<file path="src/rtl/mac_pkg.sv">
// Shared definitions for the mac_sched scheduler: datapath widths, the
// requester id width, the beat counter width and the FSM state encoding.
package mac_pkg;

    localparam int W_IN  = 4;   // operand width
    localparam int W_ACC = 12;  // accumulator / result width
    localparam int ID_W  = 1;   // requester id width (two requesters)
    localparam int CNT_W = 8;   // beat counter, covers LEN up to 255

    typedef enum logic [2:0] {
        IDLE = 3'd0,
        CLR  = 3'd1,
        RUN  = 3'd2,
        WAIT = 3'd3,
        DONE = 3'd4
    } state_t;

endpackage

</file>
<file path="src/rtl/rr_arb2.sv">
// rr_arb2: two-way arbiter used by mac_sched to pick the next job owner.
//
// Configuration macro: MAC_SCHED_PRIO_EN
//   undefined : round-robin. The pointed requester wins if it is requesting,
//               otherwise the other one. On advance the pointer moves to the
//               requester that did not own the finished job.
//   defined   : fixed priority, requester 0 wins whenever it requests; the
//               pointer is not consulted.
//
// Ports:
//   clk, rst  clock, asynchronous active-low reset
//   req[1:0]  request vector (bit N = requester N valid)
//   advance   one-cycle pulse when a job finishes
//   owner     id of the requester whose job is finishing
//   gnt[1:0]  one-hot grant, all zero when nobody requests
//   gnt_id    encoded grant
module rr_arb2
    import mac_pkg::*;
(
    input  logic       clk,
    input  logic       rst,
    input  logic [1:0] req,
    input  logic       advance,
    input  logic       owner,
    output logic [1:0] gnt,
    output logic       gnt_id
);

    logic ptr_r;

    // Round-robin pointer: after a job the other requester gets first pick.
    always_ff @(posedge clk or negedge rst) begin
        if (!rst) begin
            ptr_r <= 1'b0;
        end else if (advance) begin
            ptr_r <= ~owner;
        end else begin
            ptr_r <= ptr_r;
        end
    end

    // Grant selection.
    always_comb begin
        gnt_id = 1'b0;
`ifdef MAC_SCHED_PRIO_EN
        if (req[0]) begin
            gnt_id = 1'b0;
        end else begin
            gnt_id = 1'b1;
        end
`else
        if (req[ptr_r]) begin
            gnt_id = ptr_r;
        end else begin
            gnt_id = ~ptr_r;
        end
`endif
        if (req == 2'b00) begin
            gnt = 2'b00;
        end else if (gnt_id) begin
            gnt = 2'b10;
        end else begin
            gnt = 2'b01;
        end
    end

endmodule

</file>
<file path="src/rtl/mac_sched.sv">
// mac_sched: schedules jobs from two requesters onto one shared 4x4-bit MAC.
// A job is LEN operand pairs; the block clears the accumulator, streams the
// granted requester's pairs to the MAC, waits one cycle for the accumulator
// to settle and returns the sum tagged with the requester id.
//
// Configuration macro: MAC_SCHED_PRIO_EN (fixed priority instead of
// round-robin, implemented inside rr_arb2).
//
// Ports:
//   clk, rst                    clock, asynchronous active-low reset
//   reqN_valid/reqN_a/reqN_b    operand pair stream from requester N
//   reqN_ready                  pair accepted (only in RUN, only the owner)
//   mac_clr                     one-cycle accumulator clear
//   mac_en, mac_a, mac_b        accumulate strobe and operands
//   mac_acc                     registered accumulator value from the MAC
//   res_valid/res_id/res_data   one-cycle result strobe, owner, sum
//   busy                        high whenever the FSM is not IDLE
module mac_sched
    import mac_pkg::*;
#(
    parameter int LEN = 4
) (
    input  logic             clk,
    input  logic             rst,
    input  logic             req0_valid,
    input  logic [W_IN-1:0]  req0_a,
    input  logic [W_IN-1:0]  req0_b,
    output logic             req0_ready,
    input  logic             req1_valid,
    input  logic [W_IN-1:0]  req1_a,
    input  logic [W_IN-1:0]  req1_b,
    output logic             req1_ready,
    output logic             mac_clr,
    output logic             mac_en,
    output logic [W_IN-1:0]  mac_a,
    output logic [W_IN-1:0]  mac_b,
    input  logic [W_ACC-1:0] mac_acc,
    output logic             res_valid,
    output logic             res_id,
    output logic [W_ACC-1:0] res_data,
    output logic             busy
);

    localparam logic [CNT_W-1:0] LAST_BEAT = CNT_W'(LEN - 1);

    state_t            state_r;
    logic [CNT_W-1:0]  cnt_r;
    logic [ID_W-1:0]   grant_r;
    logic              req0_ready_r;
    logic              req1_ready_r;
    logic              mac_clr_r;
    logic              res_valid_r;
    logic              res_id_r;
    logic [W_ACC-1:0]  res_data_r;
    logic              busy_r;

    logic [1:0]        arb_gnt_s;
    logic              arb_gnt_id_s;
    logic              sel_valid_s;
    logic [W_IN-1:0]   sel_a_s;
    logic [W_IN-1:0]   sel_b_s;
    logic              beat_s;

    rr_arb2 u_arb (
        .clk     (clk),
        .rst     (rst),
        .req     ({req1_valid, req0_valid}),
        .advance (state_r == DONE),
        .owner   (grant_r),
        .gnt     (arb_gnt_s),
        .gnt_id  (arb_gnt_id_s)
    );

    // Route the granted requester's stream towards the MAC.
    always_comb begin
        sel_valid_s = 1'b0;
        sel_a_s     = {W_IN{1'b0}};
        sel_b_s     = {W_IN{1'b0}};
        if (grant_r == 1'b1) begin
            sel_valid_s = req1_valid;
            sel_a_s     = req1_a;
            sel_b_s     = req1_b;
        end else begin
            sel_valid_s = req0_valid;
            sel_a_s     = req0_a;
            sel_b_s     = req0_b;
        end
    end

    // A ready register is only ever set for the owner during RUN, so the
    // OR of both is the owner's ready.
    assign beat_s = sel_valid_s & (req0_ready_r | req1_ready_r);

    assign mac_en     = beat_s;
    assign mac_a      = beat_s ? sel_a_s : {W_IN{1'b0}};
    assign mac_b      = beat_s ? sel_b_s : {W_IN{1'b0}};
    assign req0_ready = req0_ready_r;
    assign req1_ready = req1_ready_r;
    assign mac_clr    = mac_clr_r;
    assign res_valid  = res_valid_r;
    assign res_id     = res_id_r;
    assign res_data   = res_data_r;
    assign busy       = busy_r;

    // Job FSM with beat counter and registered control/result outputs.
    always_ff @(posedge clk or negedge rst) begin
        if (!rst) begin
            state_r      <= IDLE;
            cnt_r        <= {CNT_W{1'b0}};
            grant_r      <= 1'b0;
            req0_ready_r <= 1'b0;
            req1_ready_r <= 1'b0;
            mac_clr_r    <= 1'b0;
            res_valid_r  <= 1'b0;
            res_id_r     <= 1'b0;
            res_data_r   <= {W_ACC{1'b0}};
            busy_r       <= 1'b0;
        end else begin
            case (state_r)
                IDLE: begin
                    if (arb_gnt_s != 2'b00) begin
                        grant_r   <= arb_gnt_id_s;
                        mac_clr_r <= 1'b1;
                        busy_r    <= 1'b1;
                        state_r   <= CLR;
                    end else begin
                        state_r   <= IDLE;
                    end
                end
                CLR: begin
                    mac_clr_r    <= 1'b0;
                    cnt_r        <= {CNT_W{1'b0}};
                    req0_ready_r <= (grant_r == 1'b0);
                    req1_ready_r <= (grant_r == 1'b1);
                    state_r      <= RUN;
                end
                RUN: begin
                    if (beat_s) begin
                        cnt_r <= cnt_r + {{(CNT_W-1){1'b0}}, 1'b1};
                        if (cnt_r == LAST_BEAT) begin
                            req0_ready_r <= 1'b0;
                            req1_ready_r <= 1'b0;
                            state_r      <= WAIT;
                        end else begin
                            state_r      <= RUN;
                        end
                    end else begin
                        state_r <= RUN;
                    end
                end
                WAIT: begin
                    // The last beat's update is visible on mac_acc now.
                    res_valid_r <= 1'b1;
                    res_data_r  <= mac_acc;
                    res_id_r    <= grant_r;
                    state_r     <= DONE;
                end
                DONE: begin
                    res_valid_r <= 1'b0;
                    res_data_r  <= {W_ACC{1'b0}};
                    res_id_r    <= 1'b0;
                    busy_r      <= 1'b0;
                    state_r     <= IDLE;
                end
                default: begin
                    req0_ready_r <= 1'b0;
                    req1_ready_r <= 1'b0;
                    mac_clr_r    <= 1'b0;
                    res_valid_r  <= 1'b0;
                    busy_r       <= 1'b0;
                    state_r      <= IDLE;
                end
            endcase
        end
    end

endmodule

</file>
<file path="config.mk">
export PLATFORM = sky130hd
export DESIGN_NAME = mac_sched
export DESIGN_NICKNAME = d
export VERILOG_FILES = /design/src/rtl/mac_pkg.sv /design/src/rtl/rr_arb2.sv /design/src/rtl/mac_sched.sv
export SDC_FILE = /design/constraint.sdc
export NUM_CORES = 1
export LEC_CHECK = 0
export CORE_MARGIN = 2
export CORE_UTILIZATION = 47
export DETAILED_ROUTE_END_ITERATION = 8
export GPL_ROUTABILITY_DRIVEN = 0
export PLACE_DENSITY = 0.86
export SLEW_MARGIN = 15
export SYNTH_ARGS = -nofsm -noshare
export SYNTH_HDL_FRONTEND = slang
export SYNTH_SLANG_ARGS = --single-unit
</file>
<file path="constraint.sdc">
create_clock -name clk -period 3.6 [get_ports clk]
set_input_delay 0.9 -clock clk [delete_from_list [all_inputs] [get_ports clk]]
set_output_delay 0.9 -clock clk [all_outputs]
set_load 0.01 [all_outputs]
</file>
# == Yosys cells after proc, flatten, opt, wreduce, memory -nomap -nowiden ==
# Index checks and enable logic that the tools add are counted.
# op_classes
muxes,26
magnitude_cmp,1
n_eq_ne,8
bitwise_logic,7
add_sub_neg,1
n_reduce_logical,14
# ops
op,count
12-bit one-hot mux with 2 select lines,1
4-bit 2-to-1 mux,4
8-bit one-hot mux with 2 select lines,1
3-bit one-hot mux with 4 select lines,1
3-bit OR reduction,4
1-bit 2-to-1 mux,9
"8-bit by 1-bit adder with 8-bit output, second input constant",1
"8-bit by 2-bit equality test with 1-bit output, second input constant",1
8-bit 2-to-1 mux,1
1-bit one-hot mux with 2 select lines,4
2-bit AND reduction,4
"3-bit by 2-bit equality test with 1-bit output, second input constant",2
"2-bit inequality test, second input constant",3
1-bit one-hot mux with 3 select lines,2
2-bit nonzero test,3
1-bit NOT,5
2-bit 2-to-1 mux,2
"3-bit by 1-bit equality test with 1-bit output, second input constant",1
"3-bit equality test, second input constant",1
3-bit zero test,1
3-bit 2-to-1 mux,1
3-bit AND reduction,1
2-bit zero test,1
"1-bit by 2-bit less-than comparator with 1-bit output, second input constant",1
2 further kinds,2
# totals
in_bits,32
wordCells,68
regBits,31

# == Longest topological paths before layout ==
# depth
word_depth,8
depth_mapped,6
ltp_nobuf,5

# == Cells and area by module ==
# From an unflattened synthesis, not the netlist that was laid out.
# hier_totals
hier_cells,188
area_unflattened_um2,1672.9
# modules_own_cells
module,area_each_um2,instances,seq_area_each_um2,cells_per_inst
mac_sched,1607.8,1,750.7,181
rr_arb2,65.1,1,25.0,7

# == Worst setup path before layout ==
# OpenSTA, ideal clock, no wires.
# synth_timing
kind,in2out
from,in req0_valid
to,out mac_a[0]
arrival_ps,1418
setup_slack_ps,1282
stages,3
path_buffers,0
path_cell_list,mux2_4 nand2_2 nor2_1
# synth_between
elab_chain_len,3
# synth_lines
item,line,source
"start, declared",mac_sched.sv:25,"input logic req0_valid,"
1-bit 2-to-1 mux,mac_sched.sv:79,if (grant_r == 1'b1) begin
1-bit bitwise AND,mac_sched.sv:92,assign beat_s = sel_valid_s & (req0_ready_r | req1_ready_r);
4-bit 2-to-1 mux,mac_sched.sv:95,assign mac_a = beat_s ? sel_a_s : {W_IN{1'b0}};
"end, declared",mac_sched.sv:35,"output logic [W_IN-1:0] mac_a,"
# Every way passes these cells.

# == Final worst setup path ==
# layout_timing
from,in req1_valid
to,out mac_a[3]
# layout_between
elab_chain_len,3
# layout_lines
item,line,source
"start, declared",mac_sched.sv:29,"input logic req1_valid,"
1-bit 2-to-1 mux,mac_sched.sv:79,
1-bit bitwise AND,mac_sched.sv:92,
4-bit 2-to-1 mux,mac_sched.sv:95,
# Every way passes these cells.

==> results by stage <==
Outcome:
- The run finished with clean final reports.

Job:
- Max-cap violations in this run came to 0.

Synthesis:
- The number of standard cells after synthesis is approximately 170.
- The most frequently used flop master after synthesis is sky130_fd_sc_hd__dfrtp_1.
- When the netlist entered floorplanning its net count stood at 205.
- Yosys printed 0 warnings.
- The sequential share of the synthesized area is 48.2%.
- Dividing the synthesized area by the synthesized cell count gives 9.35 um^2.
- The synthesized design contains 31 register bits.
- The summed instance area of the synthesized netlist is 1610 um^2.
- After synthesis, the share of flip-flops with an asynchronous set or reset is 100%.
- The synthesized netlist contains 36 unique library cells.
- Counting flops with a built-in enable in the synthesized netlist gives 0.

Clock tree:
- The number of gates given a new drive strength after cts is 0.
- The cell sitting at the root of the clock tree is a sky130_fd_sc_hd__clkbuf_4.
- At the later pin of the worst-skew pair, clock insertion delay measures 0.32 ns.
- The total CTS buffers is 5.
- The clock drives 31 sinks.
- The deepest clock path buffer count is 2.
- The H-tree level count is 2.
- For this design, the CTS-stage hold fixing added 0 buffers.
- TritonCTS built the clock tree.
- The number of setup buffers added after CTS is 0.
- After clock tree synthesis, the clock-pin slew on the worst setup and hold paths is 0.09 ns.

Critical path:
- The type of element launching the critical path is an input port.
- The endpoint identified for the worst register-to-register timing path is res_data[6].
- The number of cells traversed by the worst register-to-register path is 4.
- Along the worst path, the maximum fanout reaches 9.
- The worst register-to-register path begins at state_r[2].
- The nature of the critical path endpoint is an output pin.
- For the worst setup path, the data arrival time is roughly 2.5 ns.
- The worst setup path is of the input port to output pin kind.
- The required time of the worst setup path is 2.70 ns.
- Setup slack on the worst reg-to-reg path comes out at 1.70 ns.

Timing:
- The upper clock frequency limit is 296 MHz.
- The headroom to the max-slew limit is a little over half.
- The pin slew with the least headroom to its limit is 0.691 ns.
- Hold timing on the final database bottoms out at a slack of 0.496 ns.
- The total count of hold-check failures in the final report is 0.
- On the final layout, the worst clock skew is 0.0154 ns.
- Setup repair after global routing left no endpoint under its margin.
- Setup violations remaining at the end of the flow were counted as 0.
- The clock period minus worst slack is between 3 and 4 ns.
- The setup TNS is 0 ns.
- The ratio of final minimum period to clock period is a little over nine tenths.
- The count of final max-slew check failures was 0.

Floorplanning:
- The vertical extent of the die is between 60 and 70 um.
- Once the floorplan was initialized, standard cells occupied 48.6% of the core.
- The floorplan has 21 rows.
- The core area is 3310 um^2.
- The die outline area is 3910 um^2.
- In this run the horizontal extent of the chip is 62.5 um.
- The top-level I/O count is 59.

Pwr:
- The largest vdd supply drop is 0.000516 V.
- The static leakage is 0.00102 uW.
- The power density relative to cell area is 838 nW/um^2.

Hold path:
- Counting instances, the worst hold path has a depth of 2.
- The startpoint identified for the worst hold timing path is u_arb.ptr_r.
- The worst hold path terminates at u_arb.ptr_r.
- The path class of the tightest hold or removal check is flop to flop.

Placement:
- The port buffer count is 58.
- Once detailed placement completed, the half-perimeter wirelength came to 2730 um.

Routing:
- After detailed routing, the wire length on met1 is approximately 1700 um.
- For this run, the detailed router's first-pass iteration total came to 4.
- The vias after detailed routing is 1,482.
- After detailed routing, the total wire length is 3830 um.
- After detailed routing, the number of vias per cell comes to roughly 5.4.
- The final routed DRC violation total is 0.
- The violation count after the first detailed-routing iteration is 53.
- The post-detailed-route wirelength per cell is 13.9 um.
- The highest layer used for signal routing is met4.
- In the detailed route, the total length drawn on met2 is 1930 um.
- In this run the remaining antenna-violating nets after routing total 0.
- The routed length on met3 is 178 um.

Cells and area:
- The sequential cells in the finished layout cover a total of between 700 and 800 um^2.
- Fill cells in the final layout number around 260.
- The repair_antennas step left the layout with diodes totalling 0.
- Once layout is complete, the utilization of the core stands at approximately 70%.
- The fraction of layout cells with a size suffix above 1 is 7.83%.
- The synthesis-to-layout area growth is 42.6%.
- The net count of the finished layout is 262.
- The footprint of the multi-input gates is approximately 780 um^2.

Global routing:
- The overall routing resource usage is 21.2%.
- The via count of the first global-routing pass is 1,518.
- Entering global routing, the biggest net connects 32 pins.
- The global-route wire length before repair is 6770 um.
- The initial antenna violation count is 0.
- The leftover overflow at the end of global routing is 0.
==> cells by family (layout without fill, tap and decap cells) <==
| kind of cell | Yosys count | count (layout) | synth area share [%] |
|---|---|---|---|
| AND/OR/NAND/NOR | 72 | 72 | 22.8 |
| AO/OA/AOI/OAI | 43 | 43 | 16.3 |
| flip-flops | 31 | 31 | 48.2 |
| multiplexers | 12 | 12 | 7.85 |
| buffers and inverters | 12 | 70 | 3.58 |
| adder cells (fa/ha/maj) | 1 | 1 | 0.777 |
| XOR/XNOR | 1 | 1 | 0.544 |
==> worst max path at each step <==
stage	from	endpoint	slack, ns
global route	req1_valid	mac_a[0]	0.09
floorplan	req0_valid	mac_a[0]	1.28
detailed placement	req1_valid	mac_a[3]	0.22
CTS	req1_valid	mac_a[3]	0.22
finish	req1_valid	mac_a[3]	0.22
global placement	req1_valid	mac_b[2]	0.28
==> through the flow <==
step	instances	area, um^2	total power [uW]	setup WS [ns]
after floorplan	172	1610	1220	1.28
after global placement	268	2210	1610	0.279
after detailed placement	268	2210	1640	0.220
after CTS	276	2290	1930	0.217
after global routing	276	2290	2070	0.0884
final	276	2290	1920	0.218
==> cell usage after synthesis (2+ instances only) <==
| cell type | number | area share [%] |
|---|---|---|
| sky130_fd_sc_hd__buf_2 | 4 | 1.2 |
| sky130_fd_sc_hd__o22ai_1 | 13 | 5.1 |
| sky130_fd_sc_hd__nand4_1 | 4 | 1.6 |
| sky130_fd_sc_hd__inv_1 | 2 | 0.47 |
| sky130_fd_sc_hd__and3_1 | 4 | 1.6 |
| sky130_fd_sc_hd__a22o_1 | 2 | 1.1 |
| sky130_fd_sc_hd__nor2_1 | 16 | 3.7 |
| sky130_fd_sc_hd__or2_2 | 2 | 0.78 |
| sky130_fd_sc_hd__dfrtp_1 | 31 | 48 |
| sky130_fd_sc_hd__a211o_1 | 3 | 1.6 |
| sky130_fd_sc_hd__o21ai_0 | 5 | 1.6 |
| sky130_fd_sc_hd__nand3_1 | 7 | 2.2 |
| sky130_fd_sc_hd__mux2i_1 | 10 | 6.2 |
| sky130_fd_sc_hd__clkbuf_1 | 4 | 0.93 |
| sky130_fd_sc_hd__and2_1 | 2 | 0.78 |
| sky130_fd_sc_hd__a31o_1 | 2 | 1.1 |
| sky130_fd_sc_hd__a21oi_1 | 16 | 5.0 |
| sky130_fd_sc_hd__nor3_1 | 4 | 1.2 |
| sky130_fd_sc_hd__nand2_1 | 24 | 5.6 |
==> registers in the layout, indices dropped and copies added, names as in the netlist <==
register / flops
res_data: 12
cnt_r: 8
state_r: 3
busy: 1
grant_r: 1
mac_clr: 1
req0_ready: 1
req1_ready: 1
res_id: 1
res_valid: 1
u_arb.ptr_r: 1
==> critical path, cell delays in order <==
cell	delay [ns]
sky130_fd_sc_hd__clkdlybuf4s50_1	0.55
sky130_fd_sc_hd__mux2_4	0.21
sky130_fd_sc_hd__nand2_2	0.13
sky130_fd_sc_hd__nor2_1	0.14
sky130_fd_sc_hd__clkdlybuf4s50_1	0.55
==> cell type report <==
cell class,count,area share [%]
multi-input cells,129,33.8
well taps,46,2.51
clock inverters,2,1.53
flip-flops and latches,31,33.8
inverters,3,0.491
clock buffers,6,2.24
repair buffers,59,25.6
==> layer usage <==
| metal | vias up | GRT usage, % |
|---|---|---|
| met2 | 45 | 38.8 |
| li1 | 740 | - |
| met5 | - | 0 |
| met3 | 2 | 5.05 |
| met1 | 695 | 25.5 |
| met4 | 0 | 3.89 |
==> cell usage in the layout, fill, tap and decap left out, types with 2 or more instances in the layout <==
master                            count
sky130_fd_sc_hd__a22o_1               2
sky130_fd_sc_hd__or2_2                2
sky130_fd_sc_hd__mux2i_1             10
sky130_fd_sc_hd__clkdlybuf4s50_1     58
sky130_fd_sc_hd__a31o_1               2
sky130_fd_sc_hd__nand4_1              4
sky130_fd_sc_hd__nand3_1              7
sky130_fd_sc_hd__a211o_1              3
sky130_fd_sc_hd__nand2_1             24
sky130_fd_sc_hd__inv_1                2
sky130_fd_sc_hd__and3_1               4
sky130_fd_sc_hd__clkbuf_4             5
sky130_fd_sc_hd__dfrtp_1             31
sky130_fd_sc_hd__nor3_1               4
sky130_fd_sc_hd__o22ai_1             13
sky130_fd_sc_hd__o21ai_0              5
sky130_fd_sc_hd__nor2_1              16
sky130_fd_sc_hd__a21oi_1             16
sky130_fd_sc_hd__and2_1               2
==> power by group <==
group          internal (uW)  switching (uW)
registers                493             196
clock network            164             120
logic                    510             439
(Power assumes the default switching activity.)
